==> src/rtl/collision_scanner.sv <==
// Snake body store with a one-segment-per-cycle self-collision scan.
// A proposed head is checked against the body (and the playfield bounds) before it is committed.
module collision_scanner #(
  parameter int N       = 4,
  parameter int MAX_LEN = 16,
  parameter int W       = 16,
  parameter int H       = 16,
  parameter int INIT_X  = 0,
  parameter int INIT_Y  = 0,
  localparam int LW     = $clog2(MAX_LEN + 1),
  localparam int IW     = $clog2(MAX_LEN)
) (
  input  logic          clk,
  input  logic          rst,
  input  logic          start,
  input  logic [N-1:0]  head_x,
  input  logic [N-1:0]  head_y,
  input  logic          grow,
  output logic          busy,
  output logic          done,
  output logic          hit,
  output logic          oob,
  output logic [LW-1:0] len,
  input  logic [IW-1:0] rd_idx,
  output logic [N-1:0]  rd_x,
  output logic [N-1:0]  rd_y
);

  typedef enum logic [1:0] {IDLE, SCAN, UPDATE, DONE} state_t;

  state_t        state, state_nx;
  logic [N-1:0]  seg_x [MAX_LEN];
  logic [N-1:0]  seg_y [MAX_LEN];
  logic [N-1:0]  cap_x, cap_y;
  logic          cap_grow;
  logic [IW-1:0] scan_idx, scan_end;
  logic [LW-1:0] scan_len;
  logic          start_oob;

  // The tail is excluded from the scan on a plain move because it vacates this step.
  assign scan_len  = grow ? len : len - LW'(1);
  assign start_oob = (int'(head_x) >= W) || (int'(head_y) >= H);
  assign busy      = (state != IDLE);

  always_ff @(posedge clk or posedge rst) begin
    if (rst) state <= IDLE;
    else     state <= state_nx;
  end

  always_comb begin
    state_nx = state;
    case (state)
      IDLE:    if (start) state_nx = (start_oob || scan_len == '0) ? UPDATE : SCAN;
      SCAN:    if (scan_idx == scan_end) state_nx = UPDATE;
      UPDATE:  state_nx = DONE;
      DONE:    state_nx = IDLE;
      default: state_nx = IDLE;
    endcase
  end

  // done is registered off the DONE state, giving the fixed L+2 edge latency.
  always_ff @(posedge clk or posedge rst) begin
    if (rst) begin
      for (int i = 0; i < MAX_LEN; i++) begin
        seg_x[i] <= '0;
        seg_y[i] <= '0;
      end
      seg_x[0] <= N'(INIT_X);
      seg_y[0] <= N'(INIT_Y);
      len      <= LW'(1);
      done     <= 1'b0;
      hit      <= 1'b0;
      oob      <= 1'b0;
      cap_x    <= '0;
      cap_y    <= '0;
      cap_grow <= 1'b0;
      scan_idx <= '0;
      scan_end <= '0;
      rd_x     <= '0;
      rd_y     <= '0;
    end else begin
      done <= (state == DONE);
      rd_x <= seg_x[rd_idx];
      rd_y <= seg_y[rd_idx];
      case (state)
        IDLE: begin
          if (start) begin
            cap_x    <= head_x;
            cap_y    <= head_y;
            cap_grow <= grow;
            hit      <= 1'b0;
            oob      <= start_oob;
            scan_idx <= '0;
            scan_end <= IW'(scan_len - LW'(1));
          end
        end
        SCAN: begin
          if (seg_x[scan_idx] == cap_x && seg_y[scan_idx] == cap_y) hit <= 1'b1;
          scan_idx <= scan_idx + IW'(1);
        end
        UPDATE: begin
          if (!hit && !oob) begin
            for (int i = MAX_LEN - 1; i > 0; i--) begin
              seg_x[i] <= seg_x[i-1];
              seg_y[i] <= seg_y[i-1];
            end
            seg_x[0] <= cap_x;
            seg_y[0] <= cap_y;
            if (cap_grow && len < LW'(MAX_LEN)) len <= len + LW'(1);
          end
        end
        default: ;
      endcase
    end
  end

endmodule
==> config.mk <==
export PLATFORM = sky130hd
export DESIGN_NAME = collision_scanner
export DESIGN_NICKNAME = d
export VERILOG_FILES = /design/src/rtl/collision_scanner.sv
export SDC_FILE = /design/constraint.sdc
export NUM_CORES = 1
export LEC_CHECK = 0
export CORE_MARGIN = 2
export CORE_UTILIZATION = 36
export CTS_CLUSTER_DIAMETER = 50
export DETAILED_ROUTE_END_ITERATION = 10
export PLACE_DENSITY_LB_ADDON = 0.12
export SYNTH_ARGS = -nofsm -noshare
export SYNTH_HDL_FRONTEND = slang
export SYNTH_SLANG_ARGS = --single-unit
==> constraint.sdc <==
create_clock -name clk -period 8.5 [get_ports clk]
set_clock_uncertainty 0.2 [all_clocks]
set_input_delay 1.7 -clock clk [delete_from_list [all_inputs] [get_ports clk]]
set_output_delay 1.7 -clock clk [all_outputs]
set_load 0.02 [all_outputs]
# After elaboration in Yosys (flattened, before gate mapping)
# Index checks and enable logic that the tools add are counted.
[op_classes]
n_addsub = 4
multipliers = 0
n_div = 0
order_cmp = 3
eq_ne = 9
shift = 0
mux = 22
bitwise = 2
n_reduce_logical = 13
[op_table]
columns = ["operator", "count"]
rows = [
  ["$bmux 4 s4", 4],
  ["$mux 4", 9],
  ["$eq 4x4->1", 3],
  ["$ge 5x5->1 const B", 2],
  ["$not 4->5", 2],
  ["$pmux 2 s4", 1],
  ["$pmux 4 s2", 1],
  ["$reduce_and 2->1", 4],
  ["$mux 2", 3],
  ["$ne 2x2->1 const B", 3],
  ["$reduce_and 3->1", 2],
  ["$add 5x1->5 const B", 1],
  ["$logic_not 5->1", 1],
  ["$lt 5x5->1 const B", 1],
  ["$mux 5", 1],
  ["$sub 5x1->5 const B", 1],
  ["$add 4x1->4 const B", 1],
  ["$eq 2x2->1 const B", 2],
  ["$reduce_bool 2->1", 2],
  ["$sub 4x1->4 const B", 1],
  ["$eq 2x1->1 const B", 1],
  ["$logic_and 1x1->1", 2],
  ["$logic_not 2->1", 1],
  ["$mux 1", 2],
  ["2 further kinds", 2],
]
[word_totals]
ff_bits = 162
latch_bits = 0
mem_bits_rw = 0
mem_bits_ro = 0
in_bits = 16
output_inout_bits = 17
mem_count = 0

# Depth between registers and ports, before layout
# Gate-level depths: netlist of run 1.
[depth]
word_depth = 8
mapped_depth = 9
mapped_depth_nobuf = 7

# Worst setup path after synthesis of run 1
# Ideal clock, no wire load.
[synth_path]
path_type = "input to register"
startpoint = "input port rd_idx[0]"
endpoint = "register rd_x[3]"
arrival_time_ps = 3466
slack_ps = 4696
stages = 4
n_path_buf = 2
cell_sequence = "clkbuf_1 -> buf_1 -> mux4_2 -> mux4_2"
[synth_between]
elab_chain_cells = 4
[synth_lines]
columns = ["element", "line_no", "rtl"]
rows = [
  ["start, declared", "24", "input logic [IW-1:0] rd_idx,"],
  ["$not 4->5 (not written as such)", "83", "rd_x <= seg_x[rd_idx];"],
  ["$bmux 4 s4", "83", ""],
  ["$mux 4 (not written as such) (2 in a row)", "83", ""],
  ["end signal, assigned", "83", ""],
  ["end, declared", "25", "output logic [N-1:0] rd_x,"],
]
# No other way between the ends. The select of a mux whose other input is x is not followed.
# A chain may end at the register's enable or synchronous reset.

# Worst setup path after layout of run 1
[layout_path]
startpoint = "register state[0]"
endpoint = "output port busy"
[layout_between]
elab_chain_cells = 1
[layout_lines]
columns = ["element", "line_no", "rtl"]
rows = [
  ["start, declared", "31", "state_t state, state_nx;"],
  ["start signal, assigned", "47", "else state <= state_nx;"],
  ["$reduce_bool 2->1", "43", "assign busy = (state != IDLE);"],
  ["end, declared", "19", "output logic busy,"],
]
# No other way between the ends.

==> key figures, run 1 <==
Timing
  – Setup TNS: 0 ps
  – Final Hold Vio Count: 0
  – Final Critical Period: 3730 ps
  – RSZ-0062 raised after global routing: false
  – FMAX: 0.268 GHz
  – Final setup viols: 0
  – Max Transition Viols Final: 0
  – Tightest Pin Transition: 1020 ps
  – Final period util: 43.9%
  – Relative slew margins: 32.2%

Place
  – Dpl hpwl: 10700 µm
  – DP Area: 8890 µm²
  – PortBufs: 31
  – Post-Place Cells: 818
  – Routability cong.: 0.704

Yosys
  – Post-synth EDFFs: 0
  – Seq/Total Area, Yosys: 48.6%
  – Mapped Area: 8340 µm²
  – Synth Area in Compound Gates: 2.30%
  – Syn Nets: 557
  – Mapped Cells: 532
  – Synth Area in Simple Gates: 2.25%
  – Synth Area in Adders: 1.35%
  – Fraction of synthesized area in multiplexers: 41.0%
  – Netlist cell types: 42
  – Mean post-synth cell area: 15.7 µm²
  – Synth Register Bits: 162
  – Post-synth ARST share: 100%
  – Main combinational cell family by area after synthesis: multiplexers
  – Synth Warn #: 0
  – Ys flop type: dfrtp_1
  – XOR/XNOR Fraction of Synth Area: 1.89%

Global route
  – Global-route wire length before repair: 28200 µm
  – Vias in the first global route: 4964
  – GRT Util Overall: 15.1%
  – Pin count of the biggest net entering global routing: 91
  – GRT overflow: 0
  – Antenna violations before repair: 0

Power
  – Pwr/cell area: 359 nW/µm²
  – P_leak: 4.14 nW
  – Worst VDD drop: 0.117 mV

Floorplanning
  – Die ar.: 24400 µm²
  – Core box area: 22700 µm²
  – Top-Level Pins: 33
  – Initial Utilization: 36.7%
  – Row cnt: 55
  – Die width: 156 µm
  – Die Y-Extent: 156 µm

Critical path
  – Crit-path most repeated cell: inv_1
  – Slowest-stage cell, CP: clkdlybuf4s50_1
  – CP Buf/Inv Count: 3
  – Slowest cell delay on critical path: 590 ps
  – Worst setup EP type: output port
  – Crit Path Class: register to output port
  – Crit path DAT: 1830 ps
  – Crit-path max FO: 4
  – Family with the most delay on the worst path: buffers and inverters
  – Setup crit start kind: register
  – WP data required: 6600 ps
  – CP Cell Sequence: inv_1 > ha_1 > inv_1 > clkdlybuf4s50_1

Detailed routing
  – DRC viols: 0
  – DR vias/cell: 5.49
  – Vias: 4663
  – Drt pass-1 iters: 5
  – Routed wire per std cell: 20.2 µm
  – Initial DRC Count: 190
  – Final wirelength: 17100 µm
  – Post-route ant nets: 0

Finish
  – Fin nets: 577
  – ANT cells: 0
  – Fin area: 9430 µm²
  – Layout area overhead: 13.1%
  – Fillers: 2067
  – Layout cells sized above 1: 43.8%
  – Finished Layout Cells: 849

CTS
  – H-tree depth: 4
  – Cts bufs inserted: 17
  – CTS Hold Bufs: 0
  – Post-CTS Resized: 0
  – Reg clk slew, reported paths: 60 ps
  – CTS Sinks: 162
  – CTS tree: yes
  – CTS max path bufs: 2
  – Setup Buffers After CTS: 0
  – Clk Latency, worst-skew pair: 420 ps
  – Clock tree root driver cell: clkbuf_16

Run status
  – Status: completed

Hold path
  – Hold Crit Class: register to register

Flow run
  – Number of max-cap violations: 0
==> registers in the layout, summed over array words and instances (netlist names) <==
signal    flops
scan_idx      4
cap_grow      1
done          1
cap_y         4
state         2
scan_end      4
seg_y        64
rd_x          4
len           5
cap_x         4
rd_y          4
seg_x        64
hit           1
==> power breakdown <==
group          internal [W]  leakage [nW]  switching, W  total, W
registers           0.00106          2.11      0.000315   0.00137
clock network      0.000414         0.264      0.000305  0.000719
logic              0.000772          1.76      0.000523   0.00130
total               0.00224          4.14       0.00114   0.00339
==> path summary, 6_finish.rpt <==
check / startpoint / end / slack, ps / cells after the start
setup / recovery: state[0] / busy / 4770 / 4
hold / removal: cap_grow / cap_grow / 310 / 1
setup reg to reg: scan_idx[0] / hit / 5100 / 6
hold reg to reg: cap_grow / cap_grow / 310 / 1
max in group asynchronous: rst / scan_idx[0] / 4970 / 3
min in group asynchronous: rst / seg_x[29] / 1610 / 2
==> cell families (layout without fill, tap and decap cells) <==
group | Yosys count | after routing
fa+ha+maj | 9 | 9
mux | 232 | 232
buf+inv | 46 | 78
compound gates | 27 | 27
flops | 162 | 162
xor+xnor | 18 | 18
simple gates | 37 | 37
other cells | 1 | 1
==> synthesized netlist by cell type, types with 2 or more instances <==
| master | n | share of area [%] |
|---|---|---|
| mux2_2 | 141 | 19 |
| dfrtp_1 | 161 | 48 |
| mux4_2 | 63 | 17 |
| a221o_1 | 2 | 0.24 |
| nor2b_1 | 4 | 0.30 |
| inv_1 | 8 | 0.36 |
| buf_6 | 2 | 0.27 |
| xor2_1 | 6 | 0.63 |
| buf_2 | 6 | 0.36 |
| buf_1 | 7 | 0.32 |
| nand3_1 | 2 | 0.12 |
| xnor2_1 | 12 | 1.3 |
| o21ai_0 | 11 | 0.66 |
| and3_1 | 2 | 0.15 |
| nor2_1 | 3 | 0.14 |
| nand2b_1 | 4 | 0.30 |
| a21oi_1 | 3 | 0.18 |
| clkbuf_1 | 20 | 0.90 |
| nand4_1 | 3 | 0.23 |
| mux2i_1 | 20 | 2.4 |
| mux4_1 | 8 | 2.5 |
| nor3b_1 | 2 | 0.18 |
| ha_1 | 9 | 1.4 |
| a221oi_1 | 2 | 0.21 |
| nand2_1 | 14 | 0.63 |
==> routing by layer <==
metal	vias to the layer above	share of wire, %	global-route usage, %
met5	-	0	0
met4	0	1.5	4.59
met3	17	2.2	2.94
met2	55	47	24.0
met1	2517	49	21.1
li1	2074	-	-
==> cell type report <==
type	instances	area (µm²)	share of cell area, %
clock inverter	10	86.3	0.915
tap	285	357	3.78
inverter	9	38.8	0.411
multi-input combinational	324	4080	43.2
clock buffer	21	460	4.88
timing repair buffer	38	358	3.79
sequential	162	4060	43.0
==> stage by stage <==
step                util, %  hold WS (ps)  setup WS, ps  total power [W]
floorplan                 -           269          2230          0.00234
global placement       39.1           294          4430          0.00266
detailed placement     39.1           293          4380          0.00269
CTS                    41.5           318          4750          0.00343
global route           41.5           321          4600          0.00361
finish                 41.5           311          4770          0.00339
==> cells in the final DEF (no fill, tap or decap), drive strengths merged, types with 4 or more instances in the layout <==
master         netlist  final
nand2               14     14
mux2i               20     20
buf                 17      8
clkdlybuf4s50        0     30
mux2               141    141
ha                   9      9
nor2b                4      4
clkbuf              20     21
clkinv               0      6
nand2b               4      4
mux4                71     71
dfrtp              161    161
o21ai               11     11
xnor2               12     12
inv                  9      9
xor2                 6      6
==> worst register-to-register path: stages, from the launching register on <==
cell and delay [ps]:
dfrtp_2 740, buf_4 410, mux4_1 610, mux4_2 480, xnor2_1 300, nand4_1 180, o41ai_2 370
Note: power is estimated with default switching activity, not from simulation.
==> run 2: changes to the inputs <==
clock period = 3.9 ns   (was 8.5 ns; I/O delays follow)
==> run 2 against run 1 <==
Compared with the run above: via count increased by 0.26%; die area unchanged; combinational power increased by 120%; routed wire length increased by 2.1%; register-to-register slack got worse by 4200 ps; final area increased by 1.6%; core utilization increased by 0.66 points; worst setup slack got worse by 3900 ps; sequential power increased by 120%; power increased by 120%; cell count increased by 0.47%; clock-buffer cell count increased by 3.
==> key figures, run 2 (synthesis gave the netlist of run 1 again) <==
CTS
  – CTS max path bufs: 2
  – CTS Sinks: 162
  – Setup Buffers After CTS: 0
  – CTS tree: yes
  – Clk Latency, worst-skew pair: 430 ps
  – CTS Hold Bufs: 0
  – H-tree depth: 4
  – Clock tree root driver cell: clkbuf_16
  – Cts bufs inserted: 17
  – Reg clk slew, reported paths: 60 ps
  – Post-CTS Resized: 0

Finish
  – Layout area overhead: 14.9%
  – Layout cells sized above 1: 44.2%
  – Fin area: 9580 µm²
  – Fin util: 42.2%
  – Regs by FF count: seg_x (64), seg_y (64), len (5)
  – ANT cells: 0
  – Most frequent cells in the layout: 160 x dfrtp_1, 141 x mux2_2, 63 x mux4_2
  – Fin nets: 580
  – Commonest non-fill, non-tap cell in the layout: dfrtp_1

Power
  – P_leak: 4.21 nW
  – Worst VDD drop: 0.280 mV
  – Pwr/cell area: 793 nW/µm²

Critical path
  – CP startpoint: scan_idx[0]
  – CP endpoint: hit
  – CP Depth: 6
  – WP data required: 4020 ps
  – R2r worst-path depth: 6
  – Slowest cell delay on critical path: 790 ps
  – FF-to-FF End: hit
  – Worst setup EP type: register
  – Reg-to-Reg Start: scan_idx[0]
  – Crit-path max FO: 22
  – CP Cell Sequence: buf_4 > mux4_1 > a211oi_1 > nor2_1 > mux2_2 > o41ai_2
  – Slowest-stage cell, CP: dfrtp_2
  – Family with the most delay on the worst path: multiplexers
  – Reg2reg setup slack: 870 ps
  – Crit path DAT: 3160 ps
  – CP Buf/Inv Count: 1
  – Setup crit start kind: register
  – Crit Path Class: register to register

Timing
  – Relative slew margins: 37.7%
  – Setup TNS: 0 ps
  – FMAX: 0.330 GHz
  – Final setup viols: 0
  – Tightest Pin Transition: 933 ps
  – Final Critical Period: 3030 ps
  – Final Hold Vio Count: 0
  – Max Transition Viols Final: 0
  – Hold_ws: 323 ps
  – RSZ-0062 raised after global routing: false
  – Final period util: 77.8%

Hold path
  – Hold Crit Class: register to register

Place
  – Routability cong.: 0.753
  – PortBufs: 31
  – Dpl hpwl: 11200 µm
  – DP Area: 8960 µm²

Floorplanning
  – Top-Level Pins: 33
  – Initial Utilization: 36.7%
  – Die ar.: 24400 µm²
  – Die Y-Extent: 156 µm
  – Die width: 156 µm
  – Row cnt: 55
  – Core box area: 22700 µm²

Run status
  – Status: completed

Detailed routing
  – Drt pass-1 iters: 4
  – Final wirelength: 17500 µm
  – Routed wire per std cell: 20.5 µm
  – DRC viols: 0
  – Post-route ant nets: 0
  – Vias: 4675
  – DR vias/cell: 5.48
  – Initial DRC Count: 191

Global route
  – Pin count of the biggest net entering global routing: 98
  – Antenna violations before repair: 0
  – Vias in the first global route: 4918
  – GRT overflow: 0
  – Global-route wire length before repair: 28600 µm
  – GRT Util Overall: 15.5%

Flow run
  – Number of max-cap violations: 0
run 2: worst min-delay path by stage:
stage                startpoint  cells past startpoint          end  slack, ps
floorplan           scan_end[1]                      2  scan_end[1]        270
global placement       cap_grow                      1     cap_grow        280
detailed placement  scan_end[1]                      2  scan_end[1]        310
CTS                    seg_y[3]                      1     seg_y[3]        330
global route           cap_grow                      1     cap_grow        340
finish              scan_end[1]                      2  scan_end[1]        320
run 2: power by group:
part / leakage, nW / internal, W / switching, W
combinational: 1.79 / 0.00170 / 0.00113
clock: 0.302 / 0.00109 / 0.000667
sequential: 2.11 / 0.00231 / 0.000708
run 2: per-layer routing:
layer / track usage, % / up-vias / part of all wire, %
met4: 4.33 / 0 / 1.4
met3: 3.41 / 18 / 2.5
met5: 0 / - / 0
met1: 21.6 / 2507 / 48
li1: - / 2086 / -
met2: 24.5 / 64 / 48
run 2: worst min-delay path, cell delays in order (launching register included):
cell and delay (ps):
dfrtp_1 360, nand2_1 50, o21ai_0 70
run 2: final cells by class:
cell class	instances	area (µm²)
fillers	2072	13100
clock buffers	24	502
flip-flops and latches	162	4060
multi-input cells	324	4080
repair buffers	41	430
well taps	285	357
clock inverters	8	124
inverters	9	37.5
run 2: metrics by stage:
step / worst slack (ps) / power, W / cells
global placement: 918 / 0.00583 / 821
CTS: 833 / 0.00770 / 853
global route: 692 / 0.00808 / 853
floorplan: 864 / 0.00510 / 532
detailed placement: 862 / 0.00590 / 821
finish: 866 / 0.00760 / 853
